**config.mk**
```make
export PLATFORM = sky130hd
export DESIGN_NAME = spi_slave_rx
export DESIGN_NICKNAME = d
export VERILOG_FILES = /design/src/rtl/spi_pkg.sv /design/src/rtl/spi_sync_edge.sv /design/src/rtl/spi_slave_rx.sv
export SDC_FILE = /design/constraint.sdc
export NUM_CORES = 1
export LEC_CHECK = 0
export BUFFER_PORTS_ARGS = -buffer_cell sky130_fd_sc_hd__buf_2
export CAP_MARGIN = 20
export CORE_UTILIZATION = 49
export CTS_CLUSTER_SIZE = 12
export DETAILED_ROUTE_END_ITERATION = 12
export GPL_TIMING_DRIVEN = 0
export PLACE_DENSITY_LB_ADDON = 0.3
export SYNTH_ARGS = -nofsm -noshare
export SYNTH_HDL_FRONTEND = slang
export SYNTH_HIERARCHICAL = 1
export SYNTH_SLANG_ARGS = --single-unit
```
**constraint.sdc**
```tcl
create_clock -name clk -period 1.7 [get_ports clk]
set_input_delay 0.085 -clock clk [delete_from_list [all_inputs] [get_ports clk]]
set_output_delay 0.085 -clock clk [all_outputs]
set_load 0.01 [all_outputs]
```
**src/rtl/spi_pkg.sv**
```systemverilog
// spi_pkg
//   Shared definitions for the SPI slave receive path:
//   - MODE0..MODE3 : SPI mode encodings, {CPOL, CPHA}
//   - frame_st_t   : frame tracking state (disarmed / armed)
//   - sample_on_rise() : whether MOSI is sampled on a rising SCK edge
//   - idx_width() / cnt_width() : widths of frame index and word count
package spi_pkg;

   localparam logic [1:0] MODE0 = 2'b00;
   localparam logic [1:0] MODE1 = 2'b01;
   localparam logic [1:0] MODE2 = 2'b10;
   localparam logic [1:0] MODE3 = 2'b11;

   typedef enum logic {
      ST_IDLE  = 1'b0,   // disarmed: sample edges ignored
      ST_ARMED = 1'b1    // CS fall seen, collecting bits
   } frame_st_t;

   // Modes 0 and 3 sample on SCK rising, modes 1 and 2 on falling.
   function automatic bit sample_on_rise(input int cpol, input int cpha);
      logic [1:0] mode;
      mode = {cpol[0], cpha[0]};
      return (mode == MODE0) || (mode == MODE3);
   endfunction

   // Index of a word inside a frame, 0..max_words-1 (at least one bit).
   function automatic int idx_width(input int max_words);
      return (max_words > 1) ? $clog2(max_words) : 1;
   endfunction

   // Completed-word count, 0..max_words.
   function automatic int cnt_width(input int max_words);
      return $clog2(max_words + 1);
   endfunction

endpackage

```
**src/rtl/spi_sync_edge.sv**
```systemverilog
// spi_sync_edge
//   Synchroniser for one asynchronous SPI pin plus edge detection.
//   Ports:
//     clk, rst : system clock, synchronous active-high reset
//     din      : asynchronous pin
//     level    : synchronised level, aligned with rise/fall
//     rise     : one-cycle pulse, level just went 0->1
//     fall     : one-cycle pulse, level just went 1->0
//   Pin-to-pulse latency is SYNC_STAGES+1 clk. Reset clears the chain to 0,
//   so a pin held low through reset release produces no fall pulse.
module spi_sync_edge #(
   parameter int SYNC_STAGES = 2
)(
   input  logic clk,
   input  logic rst,
   input  logic din,
   output logic level,
   output logic rise,
   output logic fall
);

   logic [SYNC_STAGES-1:0] sync_q;
   logic                   dly_q;
   logic                   sync_out;

   assign sync_out = sync_q[SYNC_STAGES-1];
   // The delayed copy is the level that lines up with the registered pulses.
   assign level    = dly_q;

   always_ff @(posedge clk) begin
      if (rst) begin
         sync_q <= '0;
         dly_q  <= 1'b0;
         rise   <= 1'b0;
         fall   <= 1'b0;
      end else begin
         sync_q <= {sync_q[SYNC_STAGES-2:0], din};
         dly_q  <= sync_out;
         rise   <= sync_out & ~dly_q;
         fall   <= ~sync_out & dly_q;
      end
   end

endmodule

```
**src/rtl/spi_slave_rx.sv**
```systemverilog
// spi_slave_rx
//   Oversampling SPI slave receiver. CS/SCK/MOSI are synchronised to clk;
//   each armed sample edge shifts one MOSI bit in, and every DATA_W bits a
//   word is offered on a valid/ready handshake together with its position
//   in the frame. CS deassertion of an armed frame pulses frame_done with
//   the word count and a stray-bit flag.
//   Ports:
//     clk, rst        : system clock, synchronous active-high reset
//     CS, SCK, MOSI   : SPI pins (CS active low), asynchronous to clk
//     rx_data/valid   : received word, held until accepted by rx_ready
//     rx_first        : word is the first of its frame
//     rx_index        : word position in frame, saturating at MAX_WORDS-1
//     frame_done      : one-cycle pulse at end of an armed frame
//     frame_words     : words completed in the last frame (saturating)
//     frame_partial   : last frame ended mid-word
//     overrun         : sticky, a completed word found rx_valid busy
//     busy            : CS low and frame armed
module spi_slave_rx
   import spi_pkg::*;
#(
   parameter  int DATA_W      = 8,
   parameter  int CPOL        = 0,
   parameter  int CPHA        = 0,
   parameter  int MSB_FIRST   = 1,
   parameter  int SYNC_STAGES = 2,
   parameter  int MAX_WORDS   = 16,
   localparam int IDX_W       = idx_width(MAX_WORDS),
   localparam int CNT_W       = cnt_width(MAX_WORDS)
)(
   input  logic              clk,
   input  logic              rst,
   input  logic              CS,
   input  logic              SCK,
   input  logic              MOSI,
   output logic [DATA_W-1:0] rx_data,
   output logic              rx_valid,
   input  logic              rx_ready,
   output logic              rx_first,
   output logic [IDX_W-1:0]  rx_index,
   output logic              frame_done,
   output logic [CNT_W-1:0]  frame_words,
   output logic              frame_partial,
   output logic              overrun,
   output logic              busy
);

   localparam int BIT_W       = $clog2(DATA_W);
   localparam bit SAMPLE_RISE = sample_on_rise(CPOL, CPHA);

   // ---------------------------------------------------------------
   // Pin synchronisers
   // ---------------------------------------------------------------
   logic cs_lvl, cs_rise, cs_fall;
   logic sck_lvl, sck_rise, sck_fall;
   logic mosi_lvl, mosi_rise, mosi_fall;

   spi_sync_edge #(.SYNC_STAGES(SYNC_STAGES)) u_cs (
      .clk(clk), .rst(rst), .din(CS),
      .level(cs_lvl), .rise(cs_rise), .fall(cs_fall)
   );

   spi_sync_edge #(.SYNC_STAGES(SYNC_STAGES)) u_sck (
      .clk(clk), .rst(rst), .din(SCK),
      .level(sck_lvl), .rise(sck_rise), .fall(sck_fall)
   );

   spi_sync_edge #(.SYNC_STAGES(SYNC_STAGES)) u_mosi (
      .clk(clk), .rst(rst), .din(MOSI),
      .level(mosi_lvl), .rise(mosi_rise), .fall(mosi_fall)
   );

   // Only the MOSI level and the SCK edges are needed.
   logic unused_sync;
   assign unused_sync = ^{sck_lvl, mosi_rise, mosi_fall};

   // ---------------------------------------------------------------
   // Frame state
   // ---------------------------------------------------------------
   frame_st_t state_q, state_d;

   logic [DATA_W-1:0] sh_q;
   logic [BIT_W-1:0]  bit_q;
   logic [CNT_W-1:0]  wcnt_q;

   always_comb begin
      state_d = state_q;
      case (state_q)
         ST_IDLE:  if (cs_fall) state_d = ST_ARMED;
         ST_ARMED: if (cs_rise) state_d = ST_IDLE;
         default:  state_d = ST_IDLE;
      endcase
   end

   always_ff @(posedge clk) begin
      if (rst) state_q <= ST_IDLE;
      else     state_q <= state_d;
   end

   // ---------------------------------------------------------------
   // Datapath next values
   // ---------------------------------------------------------------
   logic              sample, word_done, load, accept, frame_end;
   logic [DATA_W-1:0] sh_in;
   logic [BIT_W-1:0]  bit_after;
   logic [CNT_W-1:0]  wcnt_after;
   logic [IDX_W-1:0]  idx_sat;

   always_comb begin
      sample    = (state_q == ST_ARMED) && !cs_lvl &&
                  (SAMPLE_RISE ? sck_rise : sck_fall);
      sh_in     = (MSB_FIRST != 0) ? {sh_q[DATA_W-2:0], mosi_lvl}
                                   : {mosi_lvl, sh_q[DATA_W-1:1]};
      word_done = sample && (bit_q == BIT_W'(DATA_W-1));

      bit_after = bit_q;
      if (sample) bit_after = word_done ? '0 : bit_q + 1'b1;

      wcnt_after = wcnt_q;
      if (word_done && (wcnt_q != CNT_W'(MAX_WORDS))) wcnt_after = wcnt_q + 1'b1;

      accept = rx_valid && rx_ready;
      // A word may only replace rx_data if the slot is free or emptying now.
      load   = word_done && (!rx_valid || rx_ready);

      // The sample is applied first, so a word completing on the same cycle
      // as CS rising is part of frame_words.
      frame_end = (state_q == ST_ARMED) && cs_rise;

      idx_sat = (wcnt_q >= CNT_W'(MAX_WORDS-1)) ? IDX_W'(MAX_WORDS-1)
                                                 : wcnt_q[IDX_W-1:0];
   end

   // ---------------------------------------------------------------
   // Registers
   // ---------------------------------------------------------------
   always_ff @(posedge clk) begin
      if (rst) begin
         sh_q          <= '0;
         bit_q         <= '0;
         wcnt_q        <= '0;
         rx_data       <= '0;
         rx_valid      <= 1'b0;
         rx_first      <= 1'b0;
         rx_index      <= '0;
         frame_done    <= 1'b0;
         frame_words   <= '0;
         frame_partial <= 1'b0;
         overrun       <= 1'b0;
      end else begin
         frame_done <= frame_end;

         if (sample) sh_q <= sh_in;

         if (cs_fall) begin
            bit_q   <= '0;
            wcnt_q  <= '0;
            overrun <= 1'b0;
         end else begin
            wcnt_q <= wcnt_after;
            if (word_done && !load) overrun <= 1'b1;
            if (frame_end) begin
               // Any stray bits are discarded here.
               bit_q         <= '0;
               frame_words   <= wcnt_after;
               frame_partial <= (bit_after != '0);
            end else begin
               bit_q <= bit_after;
            end
         end

         if (load) begin
            rx_data  <= sh_in;
            rx_index <= idx_sat;
            rx_first <= (wcnt_q == '0);
            rx_valid <= 1'b1;
         end else if (accept) begin
            rx_valid <= 1'b0;
         end
      end
   end

   assign busy = !cs_lvl && (state_q == ST_ARMED);

endmodule

```
==> flow_summary.json <==
{
  "endpoint_kind": "flip-flop",
  "clock_latency_ns": 0.30,
  "vias": 1360,
  "grt_pass1_wl_um": 5600,
  "fin_ws_ns": -0.0167,
  "p_leak_nw": 0.908,
  "antenna_found_initial": 0,
  "synth_fp_nets": 199,
  "crit_cells": 6,
  "gr-total-overflow": 0,
  "setup_viol": 1,
  "diodes": 0,
  "syn_inst": 188,
  "ir_drop_uv": 700,
  "core_area_um2": 3440,
  "row_count": 21,
  "crit_top_cell": "ha_4",
  "cts_tree": "done",
  "run_status": "complete, but fails checks",
  "worstPathCellList": "ha_4, ha_4, nand4b_1, a31oi_4, mux2i_2, a211oi_2",
  "violations": "negative setup slack",
  "maxSlewViolCount": 0,
  "final_cell_area_um2": 2180,
  "die_h_um": 62.7,
  "htreeDepth": 2,
  "final_nets": 239,
  "syn_area_per_cell_um2": 9.59,
  "cts-buffers-inserted": 5,
  "start_util": 0.524,
  "pin_count": 29,
  "areaGrowthSynthToFinish_pct": 20.8,
  "finClkSkew_ns": 0.00214,
  "cts_root_buf": "clkbuf_8",
  "crit_arrival_ns": 1.89,
  "worst_pin_slew_ns": 0.555,
  "syn-cell-area_um2": 1800,
  "grt_max_degree": 16,
  "slowest_delay_ns": 0.37,
  "critPathKind": "reg -> reg",
  "p_per_area_nw_per_um2": 852,
  "die_area_um2": 3930,
  "preCtsSetupSlack_ns": -0.191,
  "n_fill_cell": 306,
  "period_share": 1.01,
  "wl_per_cell_um": 12.0,
  "io_buffers": 28,
  "globalplace.congestion": 0.789,
  "yosysWarnings": 6,
  "critPathBufInv": 0,
  "hold_path.class": "in -> reg",
  "cp_top_family": "compound AO/OA/AOI/OAI gates",
  "clk_pin_slew_ns": 0.08,
  "cp-start-kind": "flip-flop",
  "relSlewSlack": 0.630,
  "crit_fanout": 5,
  "via_per_inst": 4.96,
  "fin_cells": 274,
  "drive_gt1_frac": 0.219,
  "max-cap-violations": 0,
  "r2r_cells": 6,
  "wl_um": 3280,
  "grtUsageTotal": 0.183,
  "finalPower_mw": 1.86,
  "die_width_um": 62.7,
  "firstDrtPassIters": 4,
  "layout_min_cycle_time_ns": 1.72,
  "hpwlAfterDp_um": 2170,
  "antenna_left": 0,
  "grt_setup_unrepaired": "true",
  "first_iter_violations": 93,
  "clock_sinks": 50,
  "crit_required_ns": 1.87,
  "hold_viol_final": 0,
  "grt_pass1_vias": 1254,
  "cp_slowest_cell": "dfxtp_4",
  "max_freq_mhz": 583,
  "max-clock-path-buffers": 2,
  "holdPathStages": 3,
  "drcViolationCount": 0,
  "dpl_cell_area_um2": 2000,
  "dp.cells": 262
}
==> worst paths after layout <==
check                                  from             end  slack, ns
worst max-delay path               bit_q[0]  frame_words[1]      -0.02
worst min-delay path               rx_ready        rx_valid       0.11
worst max register to register     bit_q[0]  frame_words[1]      -0.02
worst min register to register  u_sck/level      u_sck/rise       0.40
==> per-stage QoR <==
| stage | TNS [ns] | util | hold WS [ns] |
|---|---|---|---|
| CTS | 0 | 0.626 | 0.103 |
| floorplan | 0 | - | 0.157 |
| detailed placement | -1.94 | 0.581 | 0.298 |
| finish | -0.0167 | 0.633 | 0.114 |
| global placement | -2.06 | 0.581 | 0.295 |
| global route | -0.516 | 0.633 | 0.130 |
==> area by class of cell <==
| type | instances | area (um^2) | share of cell area |
|---|---|---|---|
| inverter | 4 | 15.0 | 0.00689 |
| timing repair buffer | 33 | 185 | 0.0850 |
| sequential | 50 | 1010 | 0.462 |
| tap | 46 | 57.6 | 0.0264 |
| multi-input combinational | 126 | 788 | 0.362 |
| clock buffer | 7 | 76.3 | 0.0350 |
| buffer | 8 | 50.0 | 0.0230 |
==> worst register-to-register path: stages, from the launching register on <==
cell      delay (ns)
dfxtp_4         0.37
ha_4            0.13
ha_4            0.14
nand4b_1        0.24
a31oi_4         0.31
mux2i_2         0.31
a211oi_2        0.10
==> routing by layer <==
metal / wire length (um) / global-route usage / up-vias / part of all wire
li1: - / - / 714 / -
met5: 0 / 0 / - / 0
met2: 1490 / 0.296 / 24 / 0.46
met3: 120 / 0.0602 / 2 / 0.037
met4: 21 / 0.0552 / 0 / 0.0064
met1: 1650 / 0.229 / 620 / 0.50
==> cell usage in the layout, fill, tap and decap left out, types with 2 or more instances in the layout <==
| cell | count |
|---|---|
| nand4_1 | 2 |
| ha_4 | 2 |
| nor2_1 | 31 |
| buf_4 | 2 |
| a211oi_1 | 4 |
| nand2b_1 | 2 |
| buf_6 | 2 |
| buf_2 | 29 |
| clkbuf_8 | 5 |
| dlygate4sd3_1 | 3 |
| ha_1 | 3 |
| dfxtp_1 | 48 |
| clkbuf_1 | 6 |
| nand2_1 | 19 |
| nor3b_1 | 5 |
| a21oi_1 | 14 |
| inv_1 | 4 |
| mux2i_1 | 7 |
| nor4_1 | 3 |
| nor2b_1 | 11 |
| nor3_1 | 5 |
==> state kept, by name, summed over array words and instances, names as in the netlist, 2 cells and up <==
signal / count
rx_data: 8
sh_q: 7
frame_words: 5
wcnt_q: 5
rx_index: 4
bit_q: 3
u_cs/sync_q: 2
u_mosi/sync_q: 2
u_sck/sync_q: 2
==> power breakdown <==
group / total (mW) / internal, mW / leakage [nW] / switching [mW]
registers: 1.18 / 1.18 / 0.406 / 0.00487
logic: 0.0474 / 0.0203 / 0.464 / 0.0271
clock network: 0.623 / 0.283 / 0.0383 / 0.340
total: 1.86 / 1.48 / 0.908 / 0.372
==> timing repair <==
action / in CTS / in global routing
hold endpoints to repair: 3 / 0
pin swaps: 2 / 4
hold buffers: 3 / 0
setup buffers: 1 / 1
gates resized for setup: 9 / 7
setup endpoints to repair: 17 / 17
(Power assumes the default switching activity.)
